<file path="config.mk">
export PLATFORM = sky130hd
export DESIGN_NAME = junction_lamp_drv
export DESIGN_NICKNAME = d
export VERILOG_FILES = /design/src/rtl/junction_lamp_drv.sv
export SDC_FILE = /design/constraint.sdc
export NUM_CORES = 1
export LEC_CHECK = 0
export ABC_AREA = 1
export BUFFER_PORTS_ARGS = -buffer_cell sky130_fd_sc_hd__buf_2
export CAP_MARGIN = 20
export CORE_MARGIN = 3
export CORE_UTILIZATION = 50
export DETAILED_ROUTE_END_ITERATION = 6
export GPL_ROUTABILITY_DRIVEN = 0
export GPL_TIMING_DRIVEN = 0
export PLACE_DENSITY_LB_ADDON = 0.1
export SETUP_SLACK_MARGIN = 0.05
export SYNTH_ARGS = -nofsm -noshare
export SYNTH_HDL_FRONTEND = slang
export SYNTH_SLANG_ARGS = --single-unit
</file>
<file path="constraint.sdc">
create_clock -name clk_i -period 1.4 [get_ports clk_i]
set_input_delay 0.28 -clock clk_i [delete_from_list [all_inputs] [get_ports clk_i]]
set_output_delay 0.28 -clock clk_i [all_outputs]
set_load 0.1 [all_outputs]
</file>
<file path="src/rtl/junction_lamp_drv.sv">
// Lamp and 4-digit 7-seg driver behind the intersection phase controller.
// Optional `LAMP_TEST_EN adds lamp_test_i, forcing every lamp on and every digit to "8".
module junction_lamp_drv #(
  parameter int unsigned SYNC_STAGES = 2,
  parameter int unsigned REFRESH_DIV = 50000,
  parameter int unsigned BLINK_DIV   = 25000000
) (
  input  logic       clk_i,
  input  logic       rst_n_i,
  input  logic       svc_en_i,
  input  logic       wait_idle_i,
  input  logic [4:0] w_i,
  input  logic [4:0] tranzit_i,
  input  logic [7:0] count_i,
`ifdef LAMP_TEST_EN
  input  logic       lamp_test_i,
`endif
  output logic [2:0] lamp_n_o,
  output logic [2:0] lamp_e_o,
  output logic [2:0] lamp_v_o,
  output logic [2:0] lamp_s_o,
  output logic [1:0] lamp_p_o,
  output logic [3:0] an_o,
  output logic [6:0] seg_o,
  output logic       fault_o
);

  localparam int unsigned BW = (BLINK_DIV > 1) ? $clog2(BLINK_DIV) : 1;
  localparam int unsigned RW = (REFRESH_DIV > 1) ? $clog2(REFRESH_DIV) : 1;
`ifdef LAMP_TEST_EN
  localparam int unsigned IW = 21;
`else
  localparam int unsigned IW = 20;
`endif

  typedef enum logic [1:0] {BCD_IDLE, BCD_LOAD, BCD_SHIFT, BCD_DONE} bcd_state_e;

  logic [IW-1:0] raw, syn;
  logic [SYNC_STAGES-1:0][IW-1:0] sync_q, sync_d;
  logic       svc_s, idle_s, conflict, fault_any;
  logic [4:0] w_s, tr_s;
  logic [7:0] cnt_s;
  logic [2:0] lamp_n_q, lamp_n_d, lamp_e_q, lamp_e_d, lamp_v_q, lamp_v_d, lamp_s_q, lamp_s_d;
  logic [1:0] lamp_p_q, lamp_p_d;
  logic       fault_q, fault_d, blink_q, blink_d;
  logic [BW-1:0] blink_cnt_q, blink_cnt_d;
  logic [RW-1:0] ref_cnt_q, ref_cnt_d;
  logic [1:0] dig_q, dig_d;
  logic [3:0] an_q, an_d;
  logic [6:0] seg_q, seg_d, letter;
  bcd_state_e state_q, state_d;
  logic [2:0]  sh_cnt_q, sh_cnt_d;
  logic [19:0] sr_q, sr_d, sr_adj;
  logic [7:0]  cap_q, cap_d;
  logic [11:0] bcd_q, bcd_d;

`ifdef LAMP_TEST_EN
  logic test_s;
  assign raw    = {lamp_test_i, count_i, tranzit_i, w_i, wait_idle_i, svc_en_i};
  assign test_s = syn[20];
`else
  assign raw = {count_i, tranzit_i, w_i, wait_idle_i, svc_en_i};
`endif
  assign syn    = sync_q[SYNC_STAGES-1];
  assign svc_s  = syn[0];
  assign idle_s = syn[1];
  assign w_s    = syn[6:2];
  assign tr_s   = syn[11:7];
  assign cnt_s  = syn[19:12];
  assign sync_d = {sync_q[SYNC_STAGES-2:0], raw};

  // The conflicting cycle itself already forces all-red, not only the cycle after.
  assign conflict  = svc_s && ((w_s & (w_s - 5'd1)) != 5'd0);
  assign fault_any = fault_q || conflict;
  assign fault_d   = fault_any;

  function automatic logic [6:0] seg7_digit(input logic [3:0] d);
    case (d)
      4'd0: return 7'h40;
      4'd1: return 7'h79;
      4'd2: return 7'h24;
      4'd3: return 7'h30;
      4'd4: return 7'h19;
      4'd5: return 7'h12;
      4'd6: return 7'h02;
      4'd7: return 7'h78;
      4'd8: return 7'h00;
      4'd9: return 7'h10;
      default: return 7'h7F;
    endcase
  endfunction

  always_comb begin
    lamp_n_d = 3'b100;
    lamp_e_d = 3'b100;
    lamp_v_d = 3'b100;
    lamp_s_d = 3'b100;
    lamp_p_d = 2'b10;
    letter   = 7'h7F;
    if (fault_any) begin
      letter = 7'h0E;
    end else if (!svc_s) begin
      lamp_n_d = {1'b0, blink_q, 1'b0};
      lamp_e_d = {1'b0, blink_q, 1'b0};
      lamp_v_d = {1'b0, blink_q, 1'b0};
      lamp_s_d = {1'b0, blink_q, 1'b0};
      lamp_p_d = 2'b00;
    end else if (w_s[4]) begin
      lamp_p_d = 2'b01; letter = 7'h0C;
    end else if (w_s[0])  begin lamp_n_d = 3'b001; letter = 7'h2B; end
    else if (w_s[1])      begin lamp_e_d = 3'b001; letter = 7'h06; end
    else if (w_s[2])      begin lamp_v_d = 3'b001; letter = 7'h63; end
    else if (w_s[3])      begin lamp_s_d = 3'b001; letter = 7'h12; end
    else if (tr_s[0])     begin lamp_n_d = 3'b010; letter = 7'h2B; end
    else if (tr_s[1])     begin lamp_e_d = 3'b010; letter = 7'h06; end
    else if (tr_s[2])     begin lamp_v_d = 3'b010; letter = 7'h63; end
    else if (tr_s[3])     begin lamp_s_d = 3'b010; letter = 7'h12; end
    else if (tr_s[4])     begin lamp_n_d = 3'b110; letter = 7'h07; end
    else if (idle_s)      letter = 7'h3F;
`ifdef LAMP_TEST_EN
    if (test_s) begin
      lamp_n_d = '1; lamp_e_d = '1; lamp_v_d = '1; lamp_s_d = '1; lamp_p_d = '1;
    end
`endif
  end

  always_comb begin
    blink_cnt_d = blink_cnt_q + BW'(1);
    blink_d     = blink_q;
    if (svc_s) begin
      blink_cnt_d = '0;
      blink_d     = 1'b0;
    end else if (blink_cnt_q == BW'(BLINK_DIV - 1)) begin
      blink_cnt_d = '0;
      blink_d     = ~blink_q;
    end
  end

  always_comb begin
    ref_cnt_d = ref_cnt_q + RW'(1);
    dig_d     = dig_q;
    if (ref_cnt_q == RW'(REFRESH_DIV - 1)) begin
      ref_cnt_d = '0;
      dig_d     = dig_q + 2'd1;
    end
    an_d  = ~(4'b0001 << dig_q);
    seg_d = 7'h7F;
    case (dig_q)
      2'd0: seg_d = fault_any ? 7'h3F : seg7_digit(bcd_q[3:0]);
      2'd1: seg_d = fault_any ? 7'h3F : (bcd_q[11:4] == 8'd0) ? 7'h7F : seg7_digit(bcd_q[7:4]);
      2'd2: seg_d = fault_any ? 7'h3F : (bcd_q[11:8] == 4'd0) ? 7'h7F : seg7_digit(bcd_q[11:8]);
      2'd3: seg_d = letter;
    endcase
    if (!svc_s && !fault_any) begin
      an_d  = '1;
      seg_d = '1;
    end
`ifdef LAMP_TEST_EN
    if (test_s) begin
      an_d  = ~(4'b0001 << dig_q);
      seg_d = '0;
    end
`endif
  end

  always_comb begin
    sr_adj = sr_q;
    for (int unsigned i = 0; i < 3; i++) begin
      if (sr_q[8 + i*4 +: 4] >= 4'd5) sr_adj[8 + i*4 +: 4] = sr_q[8 + i*4 +: 4] + 4'd3;
    end
  end

  always_comb begin
    state_d  = state_q;
    sh_cnt_d = sh_cnt_q;
    sr_d     = sr_q;
    cap_d    = cap_q;
    bcd_d    = bcd_q;
    case (state_q)
      BCD_IDLE: if (cnt_s != cap_q) state_d = BCD_LOAD;
      BCD_LOAD: begin
        cap_d    = cnt_s;
        sr_d     = {12'd0, cnt_s};
        sh_cnt_d = '0;
        state_d  = BCD_SHIFT;
      end
      BCD_SHIFT: begin
        if (cnt_s != cap_q) begin
          state_d = BCD_LOAD;
        end else begin
          sr_d     = sr_adj << 1;
          sh_cnt_d = sh_cnt_q + 3'd1;
          if (sh_cnt_q == 3'd7) state_d = BCD_DONE;
        end
      end
      BCD_DONE: begin
        bcd_d   = sr_q[19:8];
        state_d = (cnt_s != cap_q) ? BCD_LOAD : BCD_IDLE;
      end
      default: state_d = BCD_IDLE;
    endcase
  end

  always_ff @(posedge clk_i or negedge rst_n_i) begin
    if (!rst_n_i) begin
      sync_q      <= '0;
      lamp_n_q    <= '0;
      lamp_e_q    <= '0;
      lamp_v_q    <= '0;
      lamp_s_q    <= '0;
      lamp_p_q    <= '0;
      fault_q     <= 1'b0;
      blink_q     <= 1'b0;
      blink_cnt_q <= '0;
      ref_cnt_q   <= '0;
      dig_q       <= '0;
      an_q        <= '1;
      seg_q       <= '1;
      state_q     <= BCD_IDLE;
      sh_cnt_q    <= '0;
      sr_q        <= '0;
      cap_q       <= '0;
      bcd_q       <= '0;
    end else begin
      sync_q      <= sync_d;
      lamp_n_q    <= lamp_n_d;
      lamp_e_q    <= lamp_e_d;
      lamp_v_q    <= lamp_v_d;
      lamp_s_q    <= lamp_s_d;
      lamp_p_q    <= lamp_p_d;
      fault_q     <= fault_d;
      blink_q     <= blink_d;
      blink_cnt_q <= blink_cnt_d;
      ref_cnt_q   <= ref_cnt_d;
      dig_q       <= dig_d;
      an_q        <= an_d;
      seg_q       <= seg_d;
      state_q     <= state_d;
      sh_cnt_q    <= sh_cnt_d;
      sr_q        <= sr_d;
      cap_q       <= cap_d;
      bcd_q       <= bcd_d;
    end
  end

  assign lamp_n_o = lamp_n_q;
  assign lamp_e_o = lamp_e_q;
  assign lamp_v_o = lamp_v_q;
  assign lamp_s_o = lamp_s_q;
  assign lamp_p_o = lamp_p_q;
  assign an_o     = an_q;
  assign seg_o    = seg_q;
  assign fault_o  = fault_q;

endmodule

</file>
# Word level (Yosys, flattened, before mapping)
# Memory sizes are Yosys's and may differ from the RTL's.
# Cells that the tools add are included.
[totals] word_cells=147 mem_count=3 inputBits=22 register_bits=155 out_inout_bits=26 rom_bits=336
[op_classes] n_bitwise=3 eq_ne=13 shift=1 magnitude_cmp=3 addsub=8 n_reduce_logical=14 mux=83
[mem_list] name="(no name shown)" words=16 word_bits=7 read_ports=1 rd_clocked_by_memory_dff=0 write_ports=0 line="78" text="case (d)"
[mem_list] name="(no name shown)" words=16 word_bits=7 read_ports=1 rd_clocked_by_memory_dff=0 write_ports=0 line="78"
[mem_list] name="(no name shown)" words=16 word_bits=7 read_ports=1 rd_clocked_by_memory_dff=0 write_ports=0 line="78"
[op_table] op="7-bit two-way mux" n=19
[op_table] op="3-bit two-way mux" n=40
[op_table] op="25-bit two-way mux" n=2
[op_table] op="20-bit one-hot mux with 2 select lines" n=1
[op_table] op="7-bit one-hot mux with 4 select lines" n=1
[op_table] op="25-bit by 1-bit adder with 25-bit output, second input constant" n=1
[op_table] op="25-bit == test, second input constant" n=1
[op_table] op="2-bit two-way mux" n=10
[op_table] op="20-bit two-way mux" n=1
[op_table] op="16-bit by 1-bit adder with 16-bit output, second input constant" n=1
[op_table] op="16-bit == test, second input constant" n=1
[op_table] op="16-bit two-way mux" n=1
[op_table] op="4-bit by 3-bit greater-or-equal comparator with 1-bit output, second input constant" n=3
[op_table] op="4-bit two-way mux" n=3
[op_table] op="4-bit by 2-bit adder with 4-bit output, second input constant" n=2
[op_table] op="2-bit == test, second input constant" n=4
[op_table] op="8-bit logical NOT" n=1
[op_table] op="8-bit inequality test" n=1
[op_table] op="2-bit one-hot mux with 4 select lines" n=1
[op_table] op="3-bit one-hot mux with 2 select lines" n=1
[op_table] op="5-bit AND" n=1
[op_table] op="5-bit nonzero test" n=1
[op_table] op="5-bit by 1-bit subtractor with 5-bit output, second input constant" n=1
[op_table] op="2-bit by 1-bit == test with 1-bit output, second input constant" n=2
[op_table] op="17 further kinds" n=25

# Logic depth before layout (Yosys ltp)
# Gate-level depths: netlist of run 1.
[depth] word_depth=15 mapped_depth=13

# Worst setup path before layout of run 1
# Ideal clock, no wire load.
[synth_timing] path_kind="reg-to-reg" from="reg fault_q (netlist: fault_o)" to="reg lamp_v_q[2] (netlist: lamp_v_o[2])" setup_slack_ns=-0.275 required_time_ns=1.276 period_less_slack_ns=1.675 setup_time_ns=0.124 arrival_ns=1.551 stages_incl_launch_ff=5 path_cell_list="dfrtp_1 > a21oi_1 > nand2_2 > buf_6 > or2_1"
[synth_between] elab_chain_len=2
[synth_rtl] element="from (decl)" line="45" text="logic fault_q, fault_d, blink_q, blink_d;"
[synth_rtl] element="from (signal assigned)" line="231" text="fault_q <= fault_d;"
[synth_rtl] element="1-bit logical OR" line="74" text="assign fault_any = fault_q || conflict;"
[synth_rtl] element="net fault_any" line="40" text="logic svc_s, idle_s, conflict, fault_any;"
[synth_rtl] element="3-bit two-way mux" line="100" text="if (fault_any) begin"
[synth_rtl] element="net lamp_v_d[2]" line="43" text="logic [2:0] lamp_n_q, lamp_n_d, lamp_e_q, lamp_e_d, lamp_v_q, lamp_v_d, lamp_s_q, lamp_s_d;"
[synth_rtl] element="to (signal assigned)" line="228" text="lamp_v_q <= lamp_v_d;"
[synth_rtl] element="to (decl)" line="43"
# The timed path passes the listed nets, and every way through them passes these cells.
# A chain may end at the register's enable or synchronous reset.

# Worst setup path in the final report of run 1
[layout_timing] from="reg sync_q (netlist bit syn[4])" to="reg seg_q[4] (netlist: seg_o[4])"
[layout_between] elab_chain_len=8 elab_cells_between_ends=18
[layout_rtl] element="from (decl)" line="39" text="logic [SYNC_STAGES-1:0][IW-1:0] sync_q, sync_d;"
[layout_rtl] element="from (signal assigned)" line="225" text="sync_q <= sync_d;"
[layout_rtl] element="5-bit by 1-bit subtractor with 5-bit output / 7-bit two-way mux (equally long branches)" line="73, 112"
[layout_rtl] element="5-bit AND / 7-bit two-way mux (equally long branches)" line="73, 111"
[layout_rtl] element="5-bit nonzero test / 7-bit two-way mux (equally long branches)" line="73, 110"
[layout_rtl] element="1-bit logical AND / 7-bit two-way mux (equally long branches)" line="73, 108"
[layout_rtl] element="1-bit logical OR / 7-bit two-way mux (equally long branches)" line="74, 102"
[layout_rtl] element="7-bit two-way mux (tied with other cells)" line="100"
[layout_rtl] element="7-bit one-hot mux with 4 select lines / 1-bit logical AND (equally long branches)" line="148, 154"
[layout_rtl] element="7-bit two-way mux (*)" line="154" text="if (!svc_s && !fault_any) begin"
[layout_rtl] element="net seg_d[4]" line="50" text="logic [6:0] seg_q, seg_d, letter;"
[layout_rtl] element="to (signal assigned)" line="237" text="seg_q <= seg_d;"
[layout_rtl] element="to (decl)" line="50"
# Mark *: on every way through the listed nets, which the timed path passes. The rest lies on a longest branch.

==> results.md, run 1 <==
* Antenna Cells at 0
* Initial antenna violation count at 0
* Lkg Pwr at 0.005079 µW
* Setup crit start kind: flip-flop
* Final period utilization at 1.200
* Setup tns final at -11.42 ns
* Failing checks: design-rule violations, negative hold slack, negative setup slack
* Post-synth top area share at 0.4716
* RSZ-0062 raised after global routing: yes
* Critical-path maximum fanout at 8
* Drt wl/cell at roughly 16 µm
* Sw frac at 0.2422
* WHS at -0.04491 ns
* Remaining antenna violation count after routing at 0
* Rel. slew slack at 0.4188
* Sequential area share after synthesis at 0.5094
* Initial DRC count at 502
* Sink Count at ~160
* DR pass1 iterations at 7
* Post-place instance area at 8169 µm²
* Setup WS pre-CTS at -0.5745 ns
* Max-Cap Viols at 0
* Area of the mapped netlist at 7641 µm²
* Crit path required time at 1.74 ns
* Initial core utilization at 0.5179
* #FFs+latches synth at 155
* Fin util at 0.7571
* DIE WIDTH at 129.6 µm
* Clock transition at path regs at 0.07 ns
* Min cycle time layout at between 1.5 and 2 ns
* Site row count at 44
* Top cells by count, synth: 223 x nand2_1, 144 x dfrtp_1, 107 x inv_1, 86 x nor2_1, 68 x o21ai_0
* PD cells at between 800 and 900 nW/µm²
* # port buffers at 47
* Reg power frac at 0.467
* Worst Path Class, Setup: flip-flop to flip-flop
* Peak supply drop at around 0.93 mV
* Tot Pwr at 9960 µW
* Post-synth top area cell: dfrtp_1
* Largest net degree at the start of global routing at 98
* Async set or reset register ratio after synthesis at 1.000
* Status: finished with violations
* Slew at the pin with the worst max-slew slack at 0.8718 ns
* Crit path capture type: flip-flop
* # setup viols final at 96
* Avg Cell Area, Syn at between 8 and 9 µm²
* Power share of the combinational group at 0.052
* Final Max Tran Viols at 0
* Nets at 1130
* Synth Flop Type: dfrtp_1
* Synth warnings at 0
* Final worst slack at -0.2798 ns
* Post-DP HPWL at 11.22 mm
* Max Root-Sink Buffers at 2
* Post-layout instance area at approximately 11000 µm²
* Area of the core at 14750 µm²
* Number of synthesized flops with an enable pin at 0
* Syn Nets at between 900 and 1000
* P_int at 7548 µW
* Total wire length at between 20 and 25 mm
* Die Y at 129.6 µm
* Clock Skews at 0.01373 ns
* First-pass GRT wire length at between 30 and 40 mm
* CTS root buffer: clkbuf_16
* CTS tree: built
* Vias in the first global route at 6815
* Overflow after GRT at 0
* DR DRC count at 3
* Via-to-Cell Ratio at 5.306
* I/O pin cnt at 48
* Synthesized netlist cell count at 897
* Synth unique cells at 44
* H-tree depth at 4
* Clock latency on the worst-skew pair at 0.43 ns
* Share of cells above drive strength 1 at 0.4024
* Area Overhead vs Synth at 46.19%
* Detailed-route via count at between 6000 and 7000
* TritonCTS Buffers at 17
* Fin. Hold Viols at 76
* Die area at 16800 µm²
* Clock power share at 0.481
* Worst hold path type: input pin to asynchronous set/reset pin
* Worst Path Arrival at 2.02 ns
* Max Freq at 595.3 MHz
* Most common cell in the netlist: nand2_1
* Global Route Usage Sum at 0.2417
* Synth area leaders: dfrtp_1 47%, nand2_1 11%, inv_1 5.3%, ha_1 4.9%, o21ai_0 4.5%
* P_sw at approximately 2400 µW
-- registers in the layout, indices dropped and copies added, names as in the netlist, 4 cells and up --
signal / count
cap_q: 8
syn: 20
seg_o: 7
blink_cnt_q: 25
ref_cnt_q: 16
bcd_q: 12
an_o: 4
sr_q: 20
sync_d: 20
-- critical path, cell delays in order (launching register included) --
cell	delay [ns]
dfrtp_2	0.42
buf_6	0.13
clkinvlp_4	0.16
nand2_2	0.16
inv_2	0.05
nand2_1	0.09
nand2_1	0.11
o21ai_1	0.21
nand3_2	0.10
nand2_1	0.10
nand2_1	0.08
-- cells in the final DEF (no fill, tap or decap), types with 16 or more instances in the layout --
master | Yosys | routed
nand2_1 | 223 | 171
dfrtp_1 | 144 | 130
inv_1 | 107 | 87
buf_4 | 1 | 60
nor2_1 | 86 | 55
nand2_2 | 7 | 46
buf_6 | 4 | 41
o21ai_0 | 68 | 33
nand3_2 | 0 | 26
nand3_1 | 56 | 26
nor2_4 | 6 | 24
buf_2 | 4 | 23
ha_1 | 30 | 21
o21ai_2 | 1 | 20
dlygate4sd3_1 | 0 | 20
inv_2 | 3 | 19
o21ai_1 | 3 | 19
clkbuf_16 | 0 | 18
buf_12 | 0 | 18
nor2_2 | 4 | 17
nor3_1 | 21 | 16
a21oi_1 | 23 | 16
-- kinds of logic (layout without fill, tap and decap cells) --
family	Yosys count	count (layout)	synth area share
XOR/XNOR	27	27	0.03095
flip-flops	155	155	0.5094
adder cells (fa/ha/maj)	30	30	0.04912
AND/OR/NAND/NOR	445	447	0.2633
AO/OA/AOI/OAI	115	115	0.08073
buffers and inverters	125	317	0.06648
-- path summary, 6_finish.rpt --
kind,start,endpoint,slack [ns],cells past startpoint
setup / recovery,syn[4],seg_o[4],-0.28,10
hold / removal,rst_n_i,sr_q[14],-0.04,1
setup reg to reg,syn[4],seg_o[4],-0.28,10
hold reg to reg,sync_d[32],syn[12],0.35,0
max in group asynchronous,rst_n_i,an_o[3],0.62,2
min in group clk_i,sync_d[32],syn[12],0.35,0
-- cell type report --
class | instances | area [µm²]
multi-input cells | 619 | 4205
clock buffers | 19 | 442.9
repair inverters | 1 | 11.26
inverters | 110 | 431.7
well taps | 184 | 230.2
clock inverters | 13 | 172.7
plain buffers | 12 | 96.34
fillers | 998 | 3583
repair buffers | 162 | 1668
flip-flops and latches | 155 | 3913
-- power by group through the flow --
stage,Combinational (µW),Sequential (µW),Clock (µW)
4_1_cts,477,4650,4860
3_3_place_gp,318,4730,0
2_1_floorplan,165,4710,0
3_5_place_dp,331,4730,0
5_1_grt,582,4660,5080
6_report,521,4650,4790
-- through the flow --
stage,instances,hold WS (ns)
CTS,1256,-0.008485
detailed placement,1129,0.3355
finish,1275,-0.04491
global route,1275,0.03031
floorplan,897,-0.01559
global placement,1128,0.3321
-- what timing repair did --
item,in CTS,in global routing
endpoints found under the setup margin,117,123
setup buffers,70,26
cloned,7,1
resized for setup,259,154
hold buffers,20,0
pin swaps,59,52
hold endpoints to repair,50,0
-- per-layer routing --
layer / routed length (µm) / global-route usage / up-vias / share of wire
li1: - / - / 3263 / -
met1: 8882 / 0.3143 / 3284 / 0.43
met2: 10510 / 0.4073 / 170 / 0.51
met3: 780 / 0.04946 / 48 / 0.038
met4: 411 / 0.07763 / 0 / 0.020
met5: 0 / 0 / - / 0
(Power assumes the default switching activity.)
==> inputs of run 2 (changes only) <==
--- a/config.mk
+++ b/config.mk
@@ -5,15 +5,15 @@
 export SDC_FILE = /design/constraint.sdc
 export NUM_CORES = 1
 export LEC_CHECK = 0
-export ABC_AREA = 1
+export ABC_AREA = 0
 export BUFFER_PORTS_ARGS = -buffer_cell sky130_fd_sc_hd__buf_2
 export CAP_MARGIN = 20
 export CORE_MARGIN = 3
 export CORE_UTILIZATION = 50
 export DETAILED_ROUTE_END_ITERATION = 6
-export GPL_ROUTABILITY_DRIVEN = 0
+export GPL_ROUTABILITY_DRIVEN = 1
 export GPL_TIMING_DRIVEN = 0
-export PLACE_DENSITY_LB_ADDON = 0.1
+export PLACE_DENSITY = 0.76
 export SETUP_SLACK_MARGIN = 0.05
 export SYNTH_ARGS = -nofsm -noshare
 export SYNTH_HDL_FRONTEND = slang
==> run 2 against run 1 <==
Against the previous run: the flow finishes with violations (negative setup slack); clock power is 2% lower; non-clock buffer count is 12 lower; final cell count decreased by 17%; power is 0.88% lower; via count is 9.6% lower; critical path type unchanged; critical endpoint is now blink_cnt_q[21]; largest cell class is now flip-flops and latches; largest power group unchanged.
==> results.md, run 2 <==
* DR DRC count at 0 (-3)
* RSZ-0062 raised after global routing: yes
* Non-filler instance count after layout at 1054 (-17%)
* Area of the mapped netlist at 7413 µm² (-3.0%)
* Number of synthesized flops with an enable pin at 0 (unchanged)
* Nets at 913 (-19%)
* Most frequent cells in the layout: 136 x dfrtp_1, 67 x nand2_1, 50 x buf_4, 32 x xnor2_1, 31 x nor2_1
* Total wire length at 19.23 mm (-6.5%)
* Max-Cap Viols at 0 (unchanged)
* DIE WIDTH at 127.8 µm (-1.4%)
* Commonest non-fill, non-tap cell in the layout: dfrtp_1
* Power share of the combinational group at 0.053 (about the same)
* Final period utilization at 1.387 (+0.1871)
* #FFs+latches synth at 155 (unchanged)
* I/O pin cnt at 48 (unchanged)
* Clock Skews at 0.008953 ns (-0.004781 ns)
* Syn Nets at 770 (-19%)
* TritonCTS Buffers at 17 (unchanged)
* P_sw at 2384 µW (-1.2%)
* WHS at 0.3480 ns (+0.3929 ns)
* R2R depth at 6 (-4)
* Clock transition at path regs at 0.07 ns (about the same)
* Rel. slew slack at 0.6278 (+0.2091)
* Worst hold path type: flip-flop to flip-flop
* Overflow after GRT at 0 (unchanged)
* GP Congestion at 0.8948
* Sw frac at 0.2415 (-0.0007068)
* Slew at the pin with the worst max-slew slack at 0.5583 ns (-0.3136 ns)
* Synth unique cells at 66 (+50%)
* Final Max Tran Viols at 0 (unchanged)
* R2R Setup Slk at -0.54 ns (-0.26 ns)
* CP max-delay cell: or4b_4
* Reg-to-reg endpoint: blink_cnt_q[21]
* Setup crit start kind: flip-flop
* First-pass GRT wire length at 29.39 mm (-8.8%)
* CP Buf/Inv Count at 2 (-1)
* Slowest stage delay, CP at 0.61 ns (+0.19 ns)
* Post-layout instance area at 10220 µm² (-8.5%)
* Detailed-route via count at 6118 (-9.6%)
* Clock latency on the worst-skew pair at 0.43 ns (about the same)
* Clock power share at 0.477 (-0.004)
* Critical path's top delay family: simple AND/OR/NAND/NOR gates
* Failing checks: negative setup slack
* RR Startpoint: blink_cnt_q[10]
* Antenna Cells at 0 (unchanged)
* Reg power frac at 0.469 (+0.002)
* Global Route Usage Sum at 0.2221 (-0.01955)
* Area of the core at 14200 µm² (-3.7%)
* Synth warnings at 0 (unchanged)
* Critical-path maximum fanout at 7 (-1)
* # port buffers at 47 (unchanged)
* Worst Path Class, Setup: flip-flop to flip-flop
* Initial DRC count at 700 (+39%)
* Final worst slack at -0.5417 ns (-0.2619 ns)
* Worst Min Path Start: sync_d[29]
* Site row count at 43 (-2.3%)
* Async set or reset register ratio after synthesis at 1.000 (unchanged)
* Biggest register: blink_cnt_q
* Synth Flop Type: dfrtp_1
* H-tree depth at 4 (unchanged)
* Initial antenna violation count at 0 (unchanged)
* Area Overhead vs Synth at 37.87%
* Tot Pwr at 9872 µW (-0.88%)
* Remaining antenna violation count after routing at 0 (unchanged)
* P_int at 7489 µW (-0.79%)
* Post-synth top area share at 0.4861 (+0.01449)
* Largest net degree at the start of global routing at 107 (+9.2%)
* Max Root-Sink Buffers at 2 (unchanged)
* Die area at 16320 µm² (-2.8%)
* Peak supply drop at 1.297 mV (+40%)
* CTS tree: built
* Synth area leaders: dfrtp_1 49%, ha_1 5.1%, xnor2_1 4.3%, nand2_1 4.1%, dfstp_2 3.9%
* Share of cells above drive strength 1 at 0.3547 (-0.04769)
* Top cells by count, synth: 144 x dfrtp_1, 80 x nand2_1, 62 x nor2_1, 50 x o21ai_0, 36 x xnor2_1
* Post-DP HPWL at 10.50 mm (-6.4%)
* Cells along the critical path: or4b_4 > nor4_4 > or2_1 > buf_6 > clkbuf_16 > nor2_2
* Sink Count at 155 (unchanged)
* CTS root buffer: clkbuf_16
* PD cells at 965.9 nW/µm² (+8.3%)
* Hold Path Sink: syn[9]
* Lkg Pwr at 0.004348 µW (-14%)
* Avg Cell Area, Syn at 10.33 µm² (+21%)
* Setup crit start: blink_cnt_q[10]
* Status: finished with violations
* Hold Crit Depth at 0
* Post-place instance area at 8051 µm² (-1.4%)
* Max reg flops at 25 (unchanged)
* Placed cell count at 946 (-16%)
* Critical Path Stages at 6 (-4)
* Min cycle time layout at 1.942 ns (+0.2619 ns)
* Fin. Hold Viols at 0 (-100%)
* Via-to-Cell Ratio at 5.805 (+9.4%)
* Max Freq at 515.0 MHz (-13%)
* Drt wl/cell at 18.25 µm (+13%)
* Most common cell in the netlist: dfrtp_1
* DR pass1 iterations at 6 (-1)
* Vias in the first global route at 6059 (-11%)
* Initial core utilization at 0.5219 (+0.004041)
* Synthesized netlist cell count at 718 (-20%)
* Crit path capture type: flip-flop
* Die Y at 127.8 µm (-1.4%)
* Post-synth top area cell: dfrtp_1
* Fin util at 0.7196 (-0.03751)
* # setup viols final at 95 (-1.0%)
* Worst Path Arrival at 2.26 ns (+0.24 ns)
* Crit path required time at 1.72 ns (-0.02 ns)
* Sequential area share after synthesis at 0.5251 (+0.01565)
==> run 2: what timing repair did <==
action / in CTS / in global routing
hold endpoints to repair: 60 / 0
cloned: 5 / 2
setup endpoints to repair: 134 / 196
gates resized for setup: 138 / 127
hold buffers: 21 / 0
pin swaps: 27 / 37
buffers inserted: 48 / 19
==> run 2: layout make-up <==
cell class,instances,area (µm²)
Fill cell,871,3983
Sequential cell,155,3905
Multi-Input combinational cell,495,3806
Timing Repair Buffer,133,1358
Clock buffer,17,425.4
Tap cell,180,225.2
Buffer,29,203.9
Clock inverter,15,177.7
Inverter,30,120.1
==> run 2: how the worst max path moves through the flow <==
| stage | slack, ns | endpoint |
|---|---|---|
| 3_3_place_gp | -2.49 | fault_o |
| 2_1_floorplan | -0.30 | blink_cnt_q[8] |
| 3_5_place_dp | -0.54 | seg_o[0] |
| 6_report | -0.54 | blink_cnt_q[21] |
| 5_1_grt | -0.56 | blink_cnt_q[20] |
| 4_1_cts | -0.40 | seg_o[0] |
==> run 2: worst register-to-register path, stage by stage, from the launching register on <==
cell	delay, ns
dfrtp_1	0.45
or4b_4	0.61
nor4_4	0.20
or2_1	0.17
buf_6	0.18
clkbuf_16	0.18
nor2_2	0.04
==> run 2: layer usage <==
metal,up-vias,wire (µm),global-route usage,share of wire
met5,-,0,0,0
met4,0,622,0.08801,0.032
met3,69,1004,0.04958,0.052
met2,266,10010,0.3765,0.52
met1,2996,7601,0.2767,0.40
li1,2787,-,-,-
==> run 2: cell families after synthesis <==
| kind of cell | count (synthesis) | share of synthesized area |
|---|---|---|
| buffers and inverters | 68 | 0.03949 |
| adders and majority gates | 30 | 0.05063 |
| and+or+nand+nor | 255 | 0.1789 |
| DFF | 155 | 0.5251 |
| xor gates and xnor gates | 50 | 0.05907 |
| AOI/OAI and AO/OA | 138 | 0.1160 |
| muxes | 22 | 0.03089 |
==> run 2: through the flow <==
stage | TNS (ns) | setup slack [ns]
5_1_grt | -35.91 | -0.5647
6_report | -30.82 | -0.5417
3_3_place_gp | -333.39 | -2.486
4_1_cts | -25.32 | -0.4004
2_1_floorplan | -14.76 | -0.2972
3_5_place_dp | -34.23 | -0.5432
==> run 2: power groups by stage <==
stage,sequential (µW),combinational [µW],clock [µW]
after global routing,4640,576,4980
after CTS,4630,469,4760
after detailed placement,4710,356,0
final,4630,525,4710
after global placement,4710,332,0
after floorplan,4700,186,0
==> inputs of run 3 (changes only) <==
--- a/config.mk
+++ b/config.mk
@@ -13,6 +13,7 @@
 export DETAILED_ROUTE_END_ITERATION = 6
 export GPL_ROUTABILITY_DRIVEN = 1
 export GPL_TIMING_DRIVEN = 0
+export MAX_ROUTING_LAYER = met4
 export PLACE_DENSITY = 0.76
 export SETUP_SLACK_MARGIN = 0.05
 export SYNTH_ARGS = -nofsm -noshare
==> run 3 against run 2 <==
Against the previous run: the flow still finishes with violations (negative setup slack); register-to-register slack improved by 0.03 ns; fmax grew 1.7%; sequential cell count unchanged; power decreased by 0.83%; clock power is 2% lower; core utilization grew 0.79 points; non-clock buffer count down 5; clock skew decreased by 0.0014 ns; cell area grew 1.1%; global-route usage up 0.35 points; first-iteration DRC count down 13%; routed wire length grew 2.4%; critical path type unchanged; largest cell class is now multi-input combinational cells.
==> results.md, run 3 (synthesized netlist as in run 2, its figures left out) <==
* Status: finished with violations
* Failing checks: negative setup slack
* Die Y at 127.8 µm (unchanged)
* CP max-delay cell: dfrtp_2
* Most frequent cells in the layout: 134 x dfrtp_1, 65 x nand2_1, 44 x buf_4, 31 x buf_6, 31 x nor2_1
* Final period utilization at 1.363 (-0.02371)
* I/O pin cnt at 48 (unchanged)
* Worst Path Class, Setup: flip-flop to flip-flop
* Max-Cap Viols at 0 (unchanged)
* Min cycle time layout at 1.909 ns (-0.03319 ns)
* Post-place instance area at 8051 µm² (unchanged)
* Fin util at 0.7275 (+0.007928)
* Placed cell count at 946 (unchanged)
* CTS root buffer: clkbuf_16
* Critical-path maximum fanout at 7 (unchanged)
* Post-layout instance area at 10330 µm² (+1.1%)
* WL met2 at 10.13 mm (+1.2%)
* Setup crit start kind: flip-flop
* Area Overhead vs Synth at 39.39%
* Biggest register: blink_cnt_q
* Nets at 908 (-0.55%)
* Final Max Tran Viols at 0 (unchanged)
* Share of cells above drive strength 1 at 0.3636 (+0.008945)
* H-tree depth at 4 (unchanged)
* Crit path required time at 1.72 ns (about the same)
* Rel. slew slack at 0.5392 (-0.08858)
* Final worst slack at -0.5085 ns (+0.03319 ns)
* Sink Count at 155 (unchanged)
* Site row count at 43 (unchanged)
* Cells along the critical path: nor4_2 > nand4_1 > nor4_4 > or2_1 > buf_6 > clkbuf_16 > nor2_2
* Die area at 16320 µm² (unchanged)
* Lkg Pwr at 0.004403 µW (+1.3%)
* GP Congestion at 0.9274 (+3.6%)
* Drt wl/cell at 18.78 µm (+2.9%)
* M1 wire length at 7.862 mm (+3.4%)
* Crit path capture type: flip-flop
* Slew at the pin with the worst max-slew slack at 0.6911 ns (+0.1329 ns)
* First-pass GRT wire length at 29.06 mm (-1.1%)
* Initial antenna violation count at 0 (unchanged)
* Overflow after GRT at 0 (unchanged)
* Post-DP HPWL at 10.45 mm (-0.50%)
* Worst hold path type: flip-flop to flip-flop
* Slowest stage delay, CP at 0.46 ns (-0.15 ns)
* # setup viols final at 96 (+1.1%)
* Initial core utilization at 0.5219 (unchanged)
* Clock Skews at 0.007590 ns (-0.001363 ns)
* Detailed-route via count at 6131 (+0.21%)
* Initial DRC count at 609 (-13%)
* Max reg flops at 25 (unchanged)
* Via-to-Cell Ratio at 5.845 (+0.69%)
* Vias in the first global route at 6153 (+1.6%)
* Global Route Usage Sum at 0.2256 (+0.003463)
* Area of the core at 14200 µm² (unchanged)
* Fin. Hold Viols at 0 (unchanged)
* Max Root-Sink Buffers at 2 (unchanged)
* Antenna Cells at 0 (unchanged)
* Hold Crit Depth at 0 (unchanged)
* # port buffers at 47 (unchanged)
* Non-filler instance count after layout at 1049 (-0.47%)
* Peak supply drop at 0.8294 mV (-36%)
* Commonest non-fill, non-tap cell in the layout: dfrtp_1
* Remaining antenna violation count after routing at 0 (unchanged)
* Max Used Layer: met4
* Met3 wire len at 1.006 mm (+0.20%)
* DR DRC count at 0 (unchanged)
* Total wire length at 19.70 mm (+2.4%)
* R2R depth at 7 (+1)
* CTS tree: built
* Max Freq at 524.0 MHz (+1.7%)
* RSZ-0062 raised after global routing: yes
* PD cells at 947.4 nW/µm² (-1.9%)
* Worst Path Arrival at 2.23 ns (-0.03 ns)
* Clock transition at path regs at 0.07 ns (about the same)
* DIE WIDTH at 127.8 µm (unchanged)
* Tot Pwr at 9790 µW (-0.83%)
* Largest net degree at the start of global routing at 107 (unchanged)
* Clock latency on the worst-skew pair at 0.44 ns (about the same)
* TritonCTS Buffers at 17 (unchanged)
* DR pass1 iterations at 5 (-1)
## run 3: area by class of cell
type,count,area [µm²]
well taps,180,225.2
multi-input cells,495,3939
clock inverters,14,163.9
clock buffers,18,429.2
inverters,30,120.1
plain buffers,31,266.5
repair buffers,126,1282
flip-flops and latches,155,3908
fillers,877,3870
## run 3: final timing paths
check / end / start / slack, ns
max in group asynchronous: seg_o[3] / rst_n_i / 0.29
worst max register to register: blink_cnt_q[15] / blink_cnt_q[15] / -0.51
min in group asynchronous: syn[9] / rst_n_i / 0.36
worst min-delay path: syn[5] / sync_d[25] / 0.34
worst min register to register: syn[5] / sync_d[25] / 0.34
worst max-delay path: blink_cnt_q[15] / blink_cnt_q[15] / -0.51
## run 3: report_power, final
| group | leakage [µW] | internal, µW | switching (µW) |
|---|---|---|---|
| sequential | 0.00193 | 4570 | 76.0 |
| clock | 0.000279 | 2660 | 1960 |
| combinational | 0.00219 | 228 | 294 |
## run 3: what timing repair did
item	CTS	global route
buffers inserted	29	27
endpoints found under the setup margin	134	195
pin swaps	29	46
hold endpoints to repair	60	0
gates resized for setup	139	151
hold buffers	21	0
cloned	4	3
## run 3: routing by layer
| layer | up-vias | GRT usage |
|---|---|---|
| met2 | 243 | 0.3740 |
| li1 | 2760 | - |
| met1 | 3056 | 0.2648 |
| met4 | 0 | 0.09925 |
| met5 | - | - |
| met3 | 72 | 0.04958 |
## run 3: critical path: cells and delay by family, from the launching register on
| kind | cells | cell delay (ns) |
|---|---|---|
| buf+inv | 2 | 0.35 |
| simple gates | 5 | 0.97 |
| flops | 1 | 0.46 |
## run 3: metrics by stage
stage               hold slack, ns  setup slack (ns)  setup TNS [ns]
finish                      0.3411           -0.5085          -31.91
global route                0.3555           -0.5902          -36.83
CTS                         0.3450           -0.4648          -27.60
detailed placement          0.2431           -0.5371          -34.22
global placement            0.3324            -2.450         -328.24
floorplan                 -0.01559           -0.2972          -14.76
